## src/rtl/capture_controller.sv

```systemverilog
// capture_controller: registers the raw channel sample, feeds latest/previous
// samples to the trigger/transition detector, and run-length encodes activity
// into a circular capture RAM with a bounded post-trigger window.
// Latency: sampleEnable -> memWrEn is 2 clk (1 sample register + 1 registered write).
// Flow: no backpressure; the RAM write port always accepts one entry per cycle.
// Ports:
//   clk, reset (sync, active-high); sampleIn/sampleEnable raw samples;
//   start/abort control; postTriggerCount latched on arm;
//   triggered/transition from the detector; latestSample/previousSample to it;
//   memWrEn/memWrAddr/memWrData RAM write port ({delta, sample});
//   triggerAddr, wrapped, state (0 IDLE, 1 ARMED, 2 TRIGGERED, 3 DONE), done.
module capture_controller #(
  parameter int SAMPLE_WIDTH = 16,
  parameter int ADDR_WIDTH   = 10,
  parameter int TS_WIDTH     = 16
) (
  input  logic                             clk,
  input  logic                             reset,
  input  logic [SAMPLE_WIDTH-1:0]          sampleIn,
  input  logic                             sampleEnable,
  input  logic                             start,
  input  logic                             abort,
  input  logic [ADDR_WIDTH-1:0]            postTriggerCount,
  input  logic                             triggered,
  input  logic                             transition,
  output logic [SAMPLE_WIDTH-1:0]          latestSample,
  output logic [SAMPLE_WIDTH-1:0]          previousSample,
  output logic                             memWrEn,
  output logic [ADDR_WIDTH-1:0]            memWrAddr,
  output logic [TS_WIDTH+SAMPLE_WIDTH-1:0] memWrData,
  output logic [ADDR_WIDTH-1:0]            triggerAddr,
  output logic                             wrapped,
  output logic [1:0]                       state,
  output logic                             done
);

  typedef enum logic [1:0] {
    S_IDLE  = 2'd0,
    S_ARMED = 2'd1,
    S_TRIG  = 2'd2,
    S_DONE  = 2'd3
  } state_t;

  localparam logic [TS_WIDTH-1:0]   CNT_MAX  = '1;
  localparam logic [ADDR_WIDTH-1:0] ADDR_MAX = '1;
  localparam logic [ADDR_WIDTH-1:0] ADDR_ONE = ADDR_WIDTH'(1);

  state_t                             state_q, state_d;
  logic [SAMPLE_WIDTH-1:0]            latest_q, latest_d;
  logic [SAMPLE_WIDTH-1:0]            prev_q, prev_d;
  logic                               eval_q, eval_d;
  logic                               first_q, first_d;
  logic [TS_WIDTH-1:0]                cnt_q, cnt_d;
  logic [ADDR_WIDTH-1:0]              rem_q, rem_d;
  logic                               wr_en_q, wr_en_d;
  logic [ADDR_WIDTH-1:0]              wr_addr_q, wr_addr_d;
  logic [TS_WIDTH+SAMPLE_WIDTH-1:0]   wr_data_q, wr_data_d;
  logic [ADDR_WIDTH-1:0]              trig_addr_q, trig_addr_d;
  logic                               wrapped_q, wrapped_d;
  logic                               done_q, done_d;

  logic [ADDR_WIDTH-1:0]              entry_addr;
  logic [TS_WIDTH-1:0]                delta;
  logic                               capturing;
  logic                               hit;
  logic                               arm;

  always_comb begin
    // Sample pipeline runs in every state.
    latest_d = latest_q;
    prev_d   = prev_q;
    if (sampleEnable) begin
      prev_d   = latest_q;
      latest_d = sampleIn;
    end
    eval_d = sampleEnable;

    state_d     = state_q;
    first_d     = first_q;
    cnt_d       = cnt_q;
    rem_d       = rem_q;
    wr_en_d     = 1'b0;
    wr_data_d   = wr_data_q;
    trig_addr_d = trig_addr_q;
    wrapped_d   = wrapped_q;
    done_d      = done_q;

    // The address advances on the cycle the write strobe is out, so the
    // address of an entry decided now must account for a write in flight
    // (back-to-back strobes when sampleEnable is high every cycle).
    entry_addr = wr_addr_q + ADDR_WIDTH'(wr_en_q);
    wr_addr_d  = entry_addr;
    if (wr_en_q && (wr_addr_q == ADDR_MAX) && (state_q == S_ARMED)) begin
      wrapped_d = 1'b1;
    end

    // cnt holds ticks since the previous entry as of the last strobe; delta
    // is that count including the current tick, saturating.
    if (first_q) begin
      delta = '0;
    end else if (cnt_q == CNT_MAX) begin
      delta = CNT_MAX;
    end else begin
      delta = cnt_q + 1'b1;
    end

    capturing = eval_q && ((state_q == S_ARMED) || (state_q == S_TRIG));
    hit       = first_q || transition || (delta == CNT_MAX) ||
                ((state_q == S_ARMED) && triggered);
    arm       = start && ((state_q == S_IDLE) || (state_q == S_DONE));

    if (abort) begin
      // Default wr_en_d=0 drops any write decided this cycle.
      state_d = S_IDLE;
      done_d  = 1'b0;
    end else if (arm) begin
      state_d   = S_ARMED;
      wr_addr_d = '0;
      cnt_d     = '0;
      wrapped_d = 1'b0;
      done_d    = 1'b0;
      first_d   = 1'b1;
      // An ADDR_WIDTH-bit count never exceeds depth-1, so the trigger entry
      // plus the post-trigger entries can never lap the trigger entry.
      rem_d     = postTriggerCount;
    end else if (capturing) begin
      first_d = 1'b0;
      if (hit) begin
        wr_en_d   = 1'b1;
        wr_data_d = {delta, latest_q};
        cnt_d     = '0;
      end else begin
        cnt_d = delta;
      end

      if (state_q == S_ARMED) begin
        if (triggered) begin
          trig_addr_d = entry_addr;
          if (rem_q == '0) begin
            state_d = S_DONE;
            done_d  = 1'b1;
          end else begin
            state_d = S_TRIG;
          end
        end
      end else if (hit) begin
        rem_d = rem_q - 1'b1;
        if (rem_q == ADDR_ONE) begin
          state_d = S_DONE;
          done_d  = 1'b1;
        end
      end
    end
  end

  always_ff @(posedge clk) begin
    if (reset) begin
      state_q     <= S_IDLE;
      latest_q    <= '0;
      prev_q      <= '0;
      eval_q      <= 1'b0;
      first_q     <= 1'b0;
      cnt_q       <= '0;
      rem_q       <= '0;
      wr_en_q     <= 1'b0;
      wr_addr_q   <= '0;
      wr_data_q   <= '0;
      trig_addr_q <= '0;
      wrapped_q   <= 1'b0;
      done_q      <= 1'b0;
    end else begin
      state_q     <= state_d;
      latest_q    <= latest_d;
      prev_q      <= prev_d;
      eval_q      <= eval_d;
      first_q     <= first_d;
      cnt_q       <= cnt_d;
      rem_q       <= rem_d;
      wr_en_q     <= wr_en_d;
      wr_addr_q   <= wr_addr_d;
      wr_data_q   <= wr_data_d;
      trig_addr_q <= trig_addr_d;
      wrapped_q   <= wrapped_d;
      done_q      <= done_d;
    end
  end

  assign latestSample   = latest_q;
  assign previousSample = prev_q;
  assign memWrEn        = wr_en_q;
  assign memWrAddr      = wr_addr_q;
  assign memWrData      = wr_data_q;
  assign triggerAddr    = trig_addr_q;
  assign wrapped        = wrapped_q;
  assign state          = state_q;
  assign done           = done_q;

endmodule

```

## config.mk

```make
export PLATFORM = sky130hd
export DESIGN_NAME = capture_controller
export DESIGN_NICKNAME = d
export VERILOG_FILES = /design/src/rtl/capture_controller.sv
export SDC_FILE = /design/constraint.sdc
export NUM_CORES = 1
export LEC_CHECK = 0
export ABC_CLOCK_PERIOD_IN_PS = 3200
export BUFFER_PORTS_ARGS = -buffer_cell sky130_fd_sc_hd__buf_2
export CORE_MARGIN = 5
export CORE_UTILIZATION = 30
export DETAILED_ROUTE_END_ITERATION = 10
export SYNTH_ARGS = -nofsm -noshare
export SYNTH_HDL_FRONTEND = slang
export SYNTH_SLANG_ARGS = --single-unit
```

## constraint.sdc

```tcl
create_clock -name clk -period 3.2 [get_ports clk]
set_input_delay 0.16 -clock clk [delete_from_list [all_inputs] [get_ports clk]]
set_output_delay 0.16 -clock clk [all_outputs]
set_load 0.01 [all_outputs]
```

Yosys cells after proc, flatten, opt, wreduce, memory -nomap -nowiden
Cells that the tools add are included.
W data, S select, Z words.
Storage, ports and cells
  register bits: 117
  input bits: 33
  output and inout port bits: 89
  word-level logic and storage cells: 88
Operators by class
  add/sub/neg operators: 3
  equal/unequal tests: 11
  multiplexer cells: 29
  bitwise gates (word level): 3
  reduce and logical (&&, ||, !) cells: 28
Operators by type and width (number)
  $mux W16: 5
  $mux W10: 6
  $eq A16 B16 Y1 const B: 2
  $add A16 B1 Y16 const B: 1
  $reduce_and A4 Y1: 4
  $mux W1: 14
  $add A10 B1 Y10: 1
  $eq A10 B1 Y1 const B: 1
  $eq A10 B10 Y1 const B: 1
  $logic_not A10 Y1: 1
  $reduce_and A5 Y1: 2
  $sub A10 B1 Y10 const B: 1
  $mux W2: 4
  $reduce_bool A2 Y1: 4
  $reduce_bool A3 Y1: 2
  $logic_and A1 B1 Y1: 5
  $logic_or A1 B1 Y1: 5
  $eq A2 B2 Y1 const B: 2
  $ne A2 B2 Y1 const B: 2
  $reduce_or A4 Y1: 1
  $ne A3 B3 Y1 const B: 1
  $not A1 Y1: 3
  $reduce_or A3 Y1: 1
  $eq A2 B1 Y1 const B: 1
  4 further kinds: 4

Logic depth before layout (Yosys ltp)
Gate-level depths: netlist (run 1).
  word-level depth: 10
  mapped depth: 12
  depth with buffers taken out: 9

Worst setup path after synthesis (run 1)
No wires, ideal clock.
  kind: flip-flop to flip-flop
  start point: reg cnt_q[0]
  end point: reg cnt_q[12]
  library setup time: 0.117 ns
  arrival: 2.522 ns
  data required time: 3.083 ns
  path slack: 0.561 ns
  stages on the path, launching flop included: 12
  buffers on the path: 3
  clock period less this slack: 2.639 ns
  cells stage by stage: dfxtp_1 ha_1 and3_1 buf_2 nand4b_1 a21o_1 a2111oi_4 nand4_4 and4_1 clkbuf_1 buf_2 a22o_1
On the way
  cells in the longest elaborated chain, start to end: 9
RTL lines
  from (decl): line 53  | logic [TS_WIDTH-1:0] cnt_q, cnt_d;
  from (signal assigned): line 177  | cnt_q <= cnt_d;
  $add A16 B1 Y16 or $eq A16 B16 Y1 (tied branches): line 104, 101
  $mux W16 (*): line 101  | end else if (cnt_q == CNT_MAX) begin
  $mux W16 (*): line 99  | if (first_q) begin
  $eq A16 B16 Y1: line 108  | hit = first_q || transition || (delta == CNT_MAX) ||
  $logic_or A1 B1 Y1 (2 in a row): line 108
  $mux W16 (*): line 128  | if (hit) begin
  $mux W16 (*): line 126  | end else if (capturing) begin
  $mux W16 (*): line 116  | end else if (arm) begin
Every way passes the cells marked *; elsewhere a longest branch is shown, timed or not. The select of a mux whose other input is x is not followed.
A chain may end at the register's enable or synchronous reset.

Final worst setup path (run 1)
  start point: reg cnt_q[0]
  end point: reg wr_data_q[28], in the netlist memWrData[28]
On the way
  cells in the longest elaborated chain, start to end: 7
RTL lines
  $add A16 B1 Y16 or $eq A16 B16 Y1 (tied branches): line 104, 101
  $mux W16 (*): line 101
  $mux W16 (*): line 99
  $eq A16 B16 Y1: line 108
  $logic_or A1 B1 Y1 (2 in a row): line 108
  $reduce_and A4 Y1 (no source line)
  to (signal assigned): line 181  | wr_data_q <= wr_data_d;
  to (decl): line 57  | logic [TS_WIDTH+SAMPLE_WIDTH-1:0] wr_data_q, wr_data_d;
Every way passes the cells marked *; elsewhere a longest branch is shown, timed or not.

==> results of run 1 <==
[cell usage after synthesis (4+ instances only)]
master    count  share of area
mux2i_1      68           0.13
a21oi_1      27          0.026
nor3_1        4         0.0039
and2_1        4         0.0049
nand3_1      12          0.012
nand4_1       8         0.0098
and4_1        7          0.012
nor4_1        5         0.0061
clkbuf_1     27          0.020
ha_1          6          0.015
a22o_1       11          0.019
inv_1         7         0.0051
nor2b_1       4         0.0049
nand2b_1      5         0.0061
buf_2         4         0.0039
and3_1        8         0.0098
nor2_1      121          0.089
nand2_1      34          0.025
o21ai_0       9         0.0088
dfxtp_1     117           0.46
o22ai_1       8         0.0098
a211oi_1      9          0.013
xor2_1       11          0.019
xnor2_1       8          0.014
a21o_1        4         0.0059
[state kept, by name (all words and copies together), names as in the netlist]
name            count
memWrData          32
cnt_q              16
latestSample       16
previousSample     16
memWrAddr          10
rem_q              10
triggerAddr        10
state               2
done                1
eval_q              1
first_q             1
memWrEn             1
wrapped             1
[kinds of logic after synthesis]
group / count (synthesis) / share of synthesized area
AO/OA/AOI/OAI: 87 / 0.119
XOR/XNOR: 19 / 0.0326
adder cells (fa/ha/maj): 6 / 0.0147
buffers and inverters: 42 / 0.0370
flip-flops: 117 / 0.458
multiplexers: 68 / 0.133
AND/OR/NAND/NOR: 224 / 0.205
[critical path: cells and delay by family (launching register included)]
family                   cells  cell delay (ns)
adder cells (fa/ha/maj)      1             0.28
AO/OA/AOI/OAI                2             0.65
multiplexers                 1             0.30
buffers and inverters        2             0.38
XOR/XNOR                     1             0.21
AND/OR/NAND/NOR              4             0.59
flip-flops                   1             0.43
[metrics by stage]
step                utilization  power [W]  instances
floorplan                     -    0.00171        563
global placement          0.358    0.00180        884
detailed placement        0.358    0.00180        884
CTS                       0.404    0.00379        932
global route              0.405    0.00390        932
finish                    0.405    0.00374        932
[power by group]
part / internal [W] / leakage [nW] / switching (W) / total, W
Sequential: 0.00149 / 0.948 / 0.0000297 / 0.00152
Clock: 0.00131 / 0.293 / 0.000640 / 0.00195
Combinational: 0.000113 / 1.68 / 0.000153 / 0.000266
[what timing repair did]
item                                    CTS  global route
hold buffers                             17             0
hold endpoints to repair                 18             0
resized for setup                         0             2
endpoints found under the setup margin    0             2
[cell type report]
cell class,count,share of cell area
repair buffers,153,0.134
clock buffers,21,0.0669
inverters,7,0.00390
clock inverters,10,0.0230
well taps,220,0.0409
multi-input cells,404,0.383
flip-flops and latches,117,0.348
[cell usage in the layout (no fill, tap or decap), types with 9 or more instances in the layout]
cell type,count
clkbuf_16,17
a22o_1,11
a211oi_1,9
nor2_1,121
nand2_1,34
dfxtp_1,117
nand3_1,12
a21oi_1,27
o21ai_0,9
buf_4,13
xor2_1,11
dlygate4sd3_1,17
mux2i_1,68
buf_2,121
[final timing paths]
check | start | depth (start not counted) | end
setup reg to reg | cnt_q[0]$_SDFFE_PP0P_ | 11 | memWrData[28]$_SDFFE_PP0P_
hold / removal | postTriggerCount[4] | 3 | rem_q[4]$_SDFFE_PP0P_
setup / recovery | cnt_q[0]$_SDFFE_PP0P_ | 11 | memWrData[28]$_SDFFE_PP0P_
hold reg to reg | rem_q[6]$_SDFFE_PP0P_ | 2 | rem_q[6]$_SDFFE_PP0P_
[layer usage]
metal / routed length (um) / GRT usage / vias to the layer above / share of wire
met5: 0 / 0 / - / 0
met4: 208 / 0.0490 / 0 / 0.015
met3: 942 / 0.0552 / 18 / 0.070
met2: 6220 / 0.220 / 132 / 0.46
met1: 6160 / 0.173 / 2120 / 0.46
li1: - / - / 2248 / -
==> impl_metrics.tcl, run 1 <==
set metrics [dict create \
    seq_area_um2 2340 \
    grt_pass1_vias 4404 \
    drive_gt1_frac 0.242 \
    fin_tns_setup_ns 0 \
    crit_type "reg2reg" \
    ant_nets 0 \
    fin_worst_skew_ns 0.0135 \
    synth_async_sr_flop_share 0 \
    cts_buffers 17 \
    clock_sinks 117 \
    drc 0 \
    slew_viol_final 0 \
    diodes 0 \
    place_ws_ns 0.232 \
    final_hold_viol_count 0 \
    vias_per_cell 4.85 \
    syn_avg_cell_area_um2 9.08 \
    hold_path_class "in2reg" \
    worst_slack_ns 0.216 \
    io_pins 122 \
    multi_input_area_um2 2580 \
    tightest_slew_ns 1.08 \
    dp_hpwl_um 9400 \
    htreeDepth 4 \
    synthToLayoutAreaGrowth_pct 31.8 \
    wl_um 13500 \
    dr_total_vias 4518 \
    placed_area_um2 5950 \
    start_util 0.307 \
    yosys_warnings 0 \
    wire_per_inst_um 14.5 \
    synth_edf_count 0 \
    setup_viol_count_final 0 \
    insertion_delay_ns 0.41 \
    critPathArrivalTime_ns 3.24 \
    relSlewSlack 0.278 \
    power.density_nw_per_um2 555 \
    grt_start_max_net_pins 88 \
    clk_pin_slew_ns 0.05 \
    slowest_delay_ns 0.43 \
    cts-root-buf "clkbuf_16" \
    status "completed" \
    core_um2 16600 \
    netlist_area_um2 5110 \
    initialDrtViolationCount 184 \
    die_w_um 141 \
    rsz0062_at_grt "false" \
    crit_path_start_kind "register" \
    reg2reg_setup_slack_ns 0.22 \
    fmax_ghz 0.335 \
    hold_ws_ns 0.0412 \
    cts_max_path_buffers 2 \
    synth_cells 563 \
    power_leakage_nw 2.92 \
    critPathSlowestCell "dfxtp_1" \
    grt.overflow.total 0 \
    synthFlopType "dfxtp_1" \
    max_cap_violations 0 \
    antenna_found_initial 0 \
    die_area_um2 19700 \
    synth_nets 602 \
    cts_tree "done" \
    port_buffers 121 \
    cp_max_fo 21 \
    end_kind "register" \
    synth-seq-cells 117 \
    grt_usage 0.139 \
    fillers 1674 \
    yosysUniqueCellTypes 53 \
    fin_crit_sh 0.933 \
    post-route-min-period_ns 2.98 \
    grt_pass1_wl_um 22500 \
    crit_required_ns 3.46 \
    gp_congestion 0.856 \
    drt-pass1-iter-count 4 \
    final_nets 739 \
    synth_seq_area_share 0.458 \
    final_area_um2 6740 \
    dieHeight_um 141 \
    ir_worst_vdd_v 0.000363 \
    postCtsSetupBuffers 0 \
    path_cells "ha_1, and3_1, buf_4, nand3_1, xor2_1, a2111oi_4, nand4_4, a21oi_4, buf_12, mux2i_1, nor2_1" \
    row_count 47 \
]
Note: power is estimated with default switching activity, not from simulation.
==> run 2: changes to the inputs <==
--- a/config.mk
+++ b/config.mk
@@ -10,6 +10,7 @@
 export CORE_MARGIN = 5
 export CORE_UTILIZATION = 30
 export DETAILED_ROUTE_END_ITERATION = 10
+export REMOVE_ABC_BUFFERS = 1
 export SYNTH_ARGS = -nofsm -noshare
 export SYNTH_HDL_FRONTEND = slang
 export SYNTH_SLANG_ARGS = --single-unit
==> run 2 against run 1 <==
Clock-buffer cell count is 2 lower. Routed wire length is 3.9% lower. Final cell count is 0.32% lower. Total power is 3.9% lower. Die area stayed put. Utilization is 0.44 points lower. Critical path type unchanged. Largest power group unchanged. Highest routed layer unchanged.
==> impl_metrics.tcl, run 2 (synthesized netlist as in run 1, its figures left out) <==
set metrics [dict create \
    antenna_found_initial 0 \
    clock_sinks 117 \
    dp_hpwl_um 8790 \
    final_nets 735 \
    path_cells "ha_1, and3_2, nand3_1, xor2_1, a2111oi_4, nand4_4, a21oi_4, buf_12, mux2i_1, nor2_1" \
    hold_ws_ns 0.0426 \
    wire_per_inst_um 14.0 \
    dr_total_vias 4353 \
    cp_max_fo 34 \
    grt_pass1_vias 4216 \
    dieHeight_um 141 \
    slowest_delay_ns 0.44 \
    grt_usage 0.134 \
    grt_start_max_net_pins 88 \
    core_um2 16600 \
    insertion_delay_ns 0.41 \
    io_pins 122 \
    crit_path_start_kind "register" \
    row_count 47 \
    initialDrtViolationCount 149 \
    end_kind "register" \
    fmax_ghz 0.351 \
    die_area_um2 19700 \
    fin_crit_sh 0.891 \
    reg2reg_setup_slack_ns 0.35 \
    status "completed" \
    synthToLayoutAreaGrowth_pct 30.3 \
    largest_register_ffs 32 \
    crit_required_ns 3.46 \
    start_util 0.307 \
    max_cap_violations 0 \
    relSlewSlack 0.283 \
    critPathArrivalTime_ns 3.11 \
    setup_viol_count_final 0 \
    r2r-end "memWrData[5]$_SDFFE_PP0P_" \
    cts_buffers 17 \
    tightest_slew_ns 1.07 \
    post-route-min-period_ns 2.85 \
    p_comb_frac 0.073 \
    ff2ff_path_depth 10 \
    r2r_start "cnt_q[0]$_SDFFE_PP0P_" \
    clkPwrFrac 0.504 \
    drc 0 \
    cts-root-buf "clkbuf_16" \
    drive_gt1_frac 0.243 \
    htreeDepth 4 \
    seqPwrFrac 0.423 \
    die_w_um 141 \
    fin_worst_skew_ns 0.0143 \
    grt.overflow.total 0 \
    ant_nets 0 \
    sw_frac_of_total 0.249 \
    clk_pin_slew_ns 0.06 \
    postCtsSetupBuffers 0 \
    whs_path_depth 3 \
    drt-pass1-iter-count 4 \
    port_buffers 121 \
    grt_pass1_wl_um 21600 \
    finalNonFillerCells 929 \
    intPower_w 0.00270 \
    rsz0062_at_grt "false" \
    mostFrequentLayoutCells "nor2_1 (121), buf_2 (121), dfxtp_1 (117)" \
    final_hold_viol_count 0 \
    critPathSlowestCell "dfxtp_1" \
    power.density_nw_per_um2 539 \
    slew_viol_final 0 \
    p_sw_w 0.000893 \
    fin_tns_setup_ns 0 \
    final_util 0.400 \
    power_leakage_nw 2.88 \
    hold_path_class "in2reg" \
    vias_per_cell 4.69 \
    ir_worst_vdd_v 0.000473 \
    wl_um 13000 \
    min_to "rem_q[3]$_SDFFE_PP0P_" \
    min-delay-start "postTriggerCount[3]" \
    post-place-cells 881 \
    cts_max_path_buffers 2 \
    cts_tree "done" \
    crit_type "reg2reg" \
    diodes 0 \
    gp_congestion 0.823 \
    fillers 1675 \
]
==> run 2: cell count changes in the layout (fill, tap and decap cells not counted), moves of 2 or more <==
cell | previous run | this run
clkinv_4 | 0 | 5
bufinv_16 | 4 | 1
inv_6 | 0 | 3
clkinv_2 | 4 | 2
clkbuf_1 | 3 | 1
buf_4 | 13 | 11
==> run 2: per-layer routing <==
metal  track usage  share of wire  vias to the layer above
li1              -              -                     2248
met4        0.0413         0.0082                        0
met2         0.201           0.43                      114
met3        0.0525          0.075                        6
met5             0              0                        -
met1         0.178           0.49                     1985
==> run 2: metrics by stage <==
step           worst slack, ns  cell area (um^2)  total power [W]
3_3_place_gp             0.326              5930          0.00180
5_1_grt                  0.102              6660          0.00374
4_1_cts                  0.254              6660          0.00364
2_1_floorplan           0.0893              4950          0.00168
3_5_place_dp             0.263              5930          0.00180
6_report                 0.349              6660          0.00359
==> run 2: worst max-delay path by stage <==
stage	startpoint	to	cells after the start
2_1_floorplan	cnt_q[0]$_SDFFE_PP0P_	memWrData[0]$_SDFFE_PP0P_	9
3_3_place_gp	cnt_q[0]$_SDFFE_PP0P_	memWrData[29]$_SDFFE_PP0P_	10
3_5_place_dp	cnt_q[0]$_SDFFE_PP0P_	memWrData[9]$_SDFFE_PP0P_	10
4_1_cts	cnt_q[0]$_SDFFE_PP0P_	memWrData[11]$_SDFFE_PP0P_	10
5_1_grt	cnt_q[0]$_SDFFE_PP0P_	memWrData[6]$_SDFFE_PP0P_	10
6_report	cnt_q[0]$_SDFFE_PP0P_	memWrData[5]$_SDFFE_PP0P_	10
==> run 2: what timing repair did <==
item,4_1_cts,5_1_grt
endpoints found under the setup margin,0,1
hold buffers,16,0
resized for setup,0,1
endpoints found under the hold margin,16,0
==> run 2: final cells by class <==
class,instances,area [um^2],share of cell area
Tap cell,220,275,0.0413
Clock buffer,19,443,0.0665
Multi-Input combinational cell,404,2580,0.387
Inverter,7,26.3,0.00394
Timing Repair Buffer,149,868,0.130
Clock inverter,13,125,0.0188
Sequential cell,117,2340,0.352
==> run 2: critical path, delay by kind of cell, from the launching register on <==
kind	cells	cell delay [ns]
AO/OA/AOI/OAI	2	0.60
multiplexers	1	0.22
AND/OR/NAND/NOR	4	0.67
flip-flops	1	0.44
adder cells (fa/ha/maj)	1	0.28
buffers and inverters	1	0.27
XOR/XNOR	1	0.21
==> run 2: power by group through the flow <==
stage / Sequential, W / Combinational, W / Clock [W]
after floorplan: 0.00155 / 0.000130 / 0
after global placement: 0.00155 / 0.000246 / 0
after detailed placement: 0.00155 / 0.000246 / 0
after CTS: 0.00152 / 0.000262 / 0.00186
after global routing: 0.00152 / 0.000291 / 0.00192
final: 0.00152 / 0.000262 / 0.00181
==> run 3: changes to the inputs <==
--- a/config.mk
+++ b/config.mk
@@ -10,6 +10,7 @@
 export CORE_MARGIN = 5
 export CORE_UTILIZATION = 30
 export DETAILED_ROUTE_END_ITERATION = 10
+export PLACE_DENSITY = 0.59
 export REMOVE_ABC_BUFFERS = 1
 export SYNTH_ARGS = -nofsm -noshare
 export SYNTH_HDL_FRONTEND = slang
==> run 3 against run 2 <==
Sequential cell count is the same. Sequential power is essentially flat. Clock power grew 12%. Worst setup slack lost 0.012 ns. Combinational power is essentially flat. Global-route usage grew 0.17 points. Via count grew 0.96%. Final area grew 0.92%. Utilization grew 0.37 points. Final cell count shrank 0.11%. Total power grew 5.9%.
==> impl_metrics.tcl, run 3 (synthesized netlist as in run 1, its figures left out) <==
set metrics [dict create \
    postCtsSetupBuffers 0 \
    power_w 0.00380 \
    min-delay-start "sampleIn[9]" \
    vias_per_cell 4.74 \
    initialDrtViolationCount 130 \
    status "completed" \
    die_area_um2 19700 \
    gp_congestion 0.829 \
    synthToLayoutAreaGrowth_pct 31.5 \
    top_layer_used "met4" \
    drc 0 \
    critPathArrivalTime_ns 3.14 \
    drt-pass1-iter-count 4 \
    drive_gt1_frac 0.244 \
    htreeDepth 4 \
    ant_nets 0 \
    whs_path_depth 3 \
    r2r-end "memWrData[5]$_SDFFE_PP0P_" \
    power_leakage_nw 2.90 \
    final_nets 735 \
    grt.overflow.total 0 \
    dp_hpwl_um 8910 \
    worst-path-stages 10 \
    relSlewSlack 0.252 \
    diodes 0 \
    wl_met3_um 1330 \
    dr_total_vias 4395 \
    fin_worst_skew_ns 0.0106 \
    ir_worst_vdd_v 0.000388 \
    port_buffers 121 \
    fin_tns_setup_ns 0 \
    cts_max_path_buffers 2 \
    min_to "latestSample[9]$_SDFFE_PP0P_" \
    rsz0062_at_grt "false" \
    met2_length_um 5410 \
    slowest_delay_ns 0.45 \
    grt_usage 0.136 \
    largest_register_ffs 32 \
    insertion_delay_ns 0.42 \
    path_delay_family "compound AO/OA/AOI/OAI gates" \
    clk_pin_slew_ns 0.06 \
    die_w_um 141 \
    wire_per_inst_um 14.2 \
    cts-root-buf "clkbuf_16" \
    tightest_slew_ns 1.12 \
    worst-path-buf-inv 1 \
    wl_met1_um 6240 \
    worst_slack_ns 0.337 \
    crit_type "reg2reg" \
    crit_path_start_kind "register" \
    wl_um 13100 \
    cp_max_fo 28 \
    place_ws_ns 0.225 \
    antenna_found_initial 0 \
    max_cap_violations 0 \
    io_pins 122 \
    setup_viol_count_final 0 \
    slew_viol_final 0 \
    path_cells "ha_1, and3_2, nand4b_1, a21o_1, a2111oi_4, nand4_4, a21oi_4, buf_12, mux2i_1, nor2_1" \
    row_count 47 \
    start_util 0.307 \
    power.density_nw_per_um2 566 \
    clock_sinks 117 \
    ff2ff_path_depth 10 \
    grt_pass1_vias 4257 \
    critPathSlowestCell "dfxtp_1" \
    fin_crit_sh 0.895 \
    final_hold_viol_count 0 \
    end_kind "register" \
    grt_start_max_net_pins 72 \
    mostFrequentLayoutCells "nor2_1 (121), buf_2 (121), dfxtp_1 (117)" \
    r2r_start "cnt_q[0]$_SDFFE_PP0P_" \
    grt_pass1_wl_um 21700 \
    reg2reg_setup_slack_ns 0.34 \
    cts_tree "done" \
    post-route-min-period_ns 2.86 \
    cts_buffers 17 \
    core_um2 16600 \
    hold_path_class "in2reg" \
    crit_required_ns 3.48 \
    fmax_ghz 0.349 \
    dieHeight_um 141 \
]
[run 3: cell types whose count changed in the layout (fill, tap and decap cells not counted), sizes merged]
cell and delta:
bufinv +3, clkbuf -2, clkinv -3, clkinvlp +2, inv -1
[run 3: report_power, final]
group / switching (W) / internal, W / leakage [nW]
Combinational: 0.000152 / 0.000113 / 1.66
Clock: 0.000718 / 0.00131 / 0.292
Sequential: 0.0000266 / 0.00149 / 0.948
[run 3: what timing repair did]
item                                   CTS  global route
hold buffers                            16             0
endpoints found under the hold margin   16             0
gates resized for setup                  0             2
setup endpoints to repair                0             8
[run 3: metal layers]
| layer | vias up | track usage |
|---|---|---|
| met5 | - | 0 |
| met4 | 0 | 0.0444 |
| met3 | 12 | 0.0665 |
| met2 | 139 | 0.195 |
| met1 | 2007 | 0.177 |
| li1 | 2237 | - |
[run 3: area by class of cell]
cell class,count,area (um^2)
Fill cell,1663,9920
Multi-Input combinational cell,404,2580
Sequential cell,117,2340
Timing Repair Buffer,149,868
Clock buffer,17,425
Tap cell,220,275
Clock inverter,14,203
Inverter,7,26.3
[run 3: worst max-delay path by stage]
stage,start,to,slack (ns)
floorplan,cnt_q[0]$_SDFFE_PP0P_,memWrData[0]$_SDFFE_PP0P_,0.09
global placement,cnt_q[0]$_SDFFE_PP0P_,cnt_q[5]$_SDFFE_PP0P_,0.27
detailed placement,cnt_q[0]$_SDFFE_PP0P_,cnt_q[5]$_SDFFE_PP0P_,0.22
CTS,cnt_q[0]$_SDFFE_PP0P_,cnt_q[2]$_SDFFE_PP0P_,0.19
global route,cnt_q[0]$_SDFFE_PP0P_,memWrData[7]$_SDFFE_PP0P_,0.09
finish,cnt_q[0]$_SDFFE_PP0P_,memWrData[5]$_SDFFE_PP0P_,0.34
[run 3: worst register-to-register path, stage by stage (launching register included)]
cell	delay [ns]
dfxtp_1	0.45
ha_1	0.29
and3_2	0.30
nand4b_1	0.11
a21o_1	0.20
a2111oi_4	0.42
nand4_4	0.20
a21oi_4	0.21
buf_12	0.24
mux2i_1	0.25
nor2_1	0.05
[run 3: metrics by stage]
step,utilization,cell area (um^2),cells,hold WS [ns]
floorplan,-,4950,528,0.232
global placement,0.356,5930,881,0.395
detailed placement,0.356,5930,881,0.403
CTS,0.404,6720,928,0.00234
global route,0.404,6720,928,0.000564
finish,0.404,6720,928,0.00946
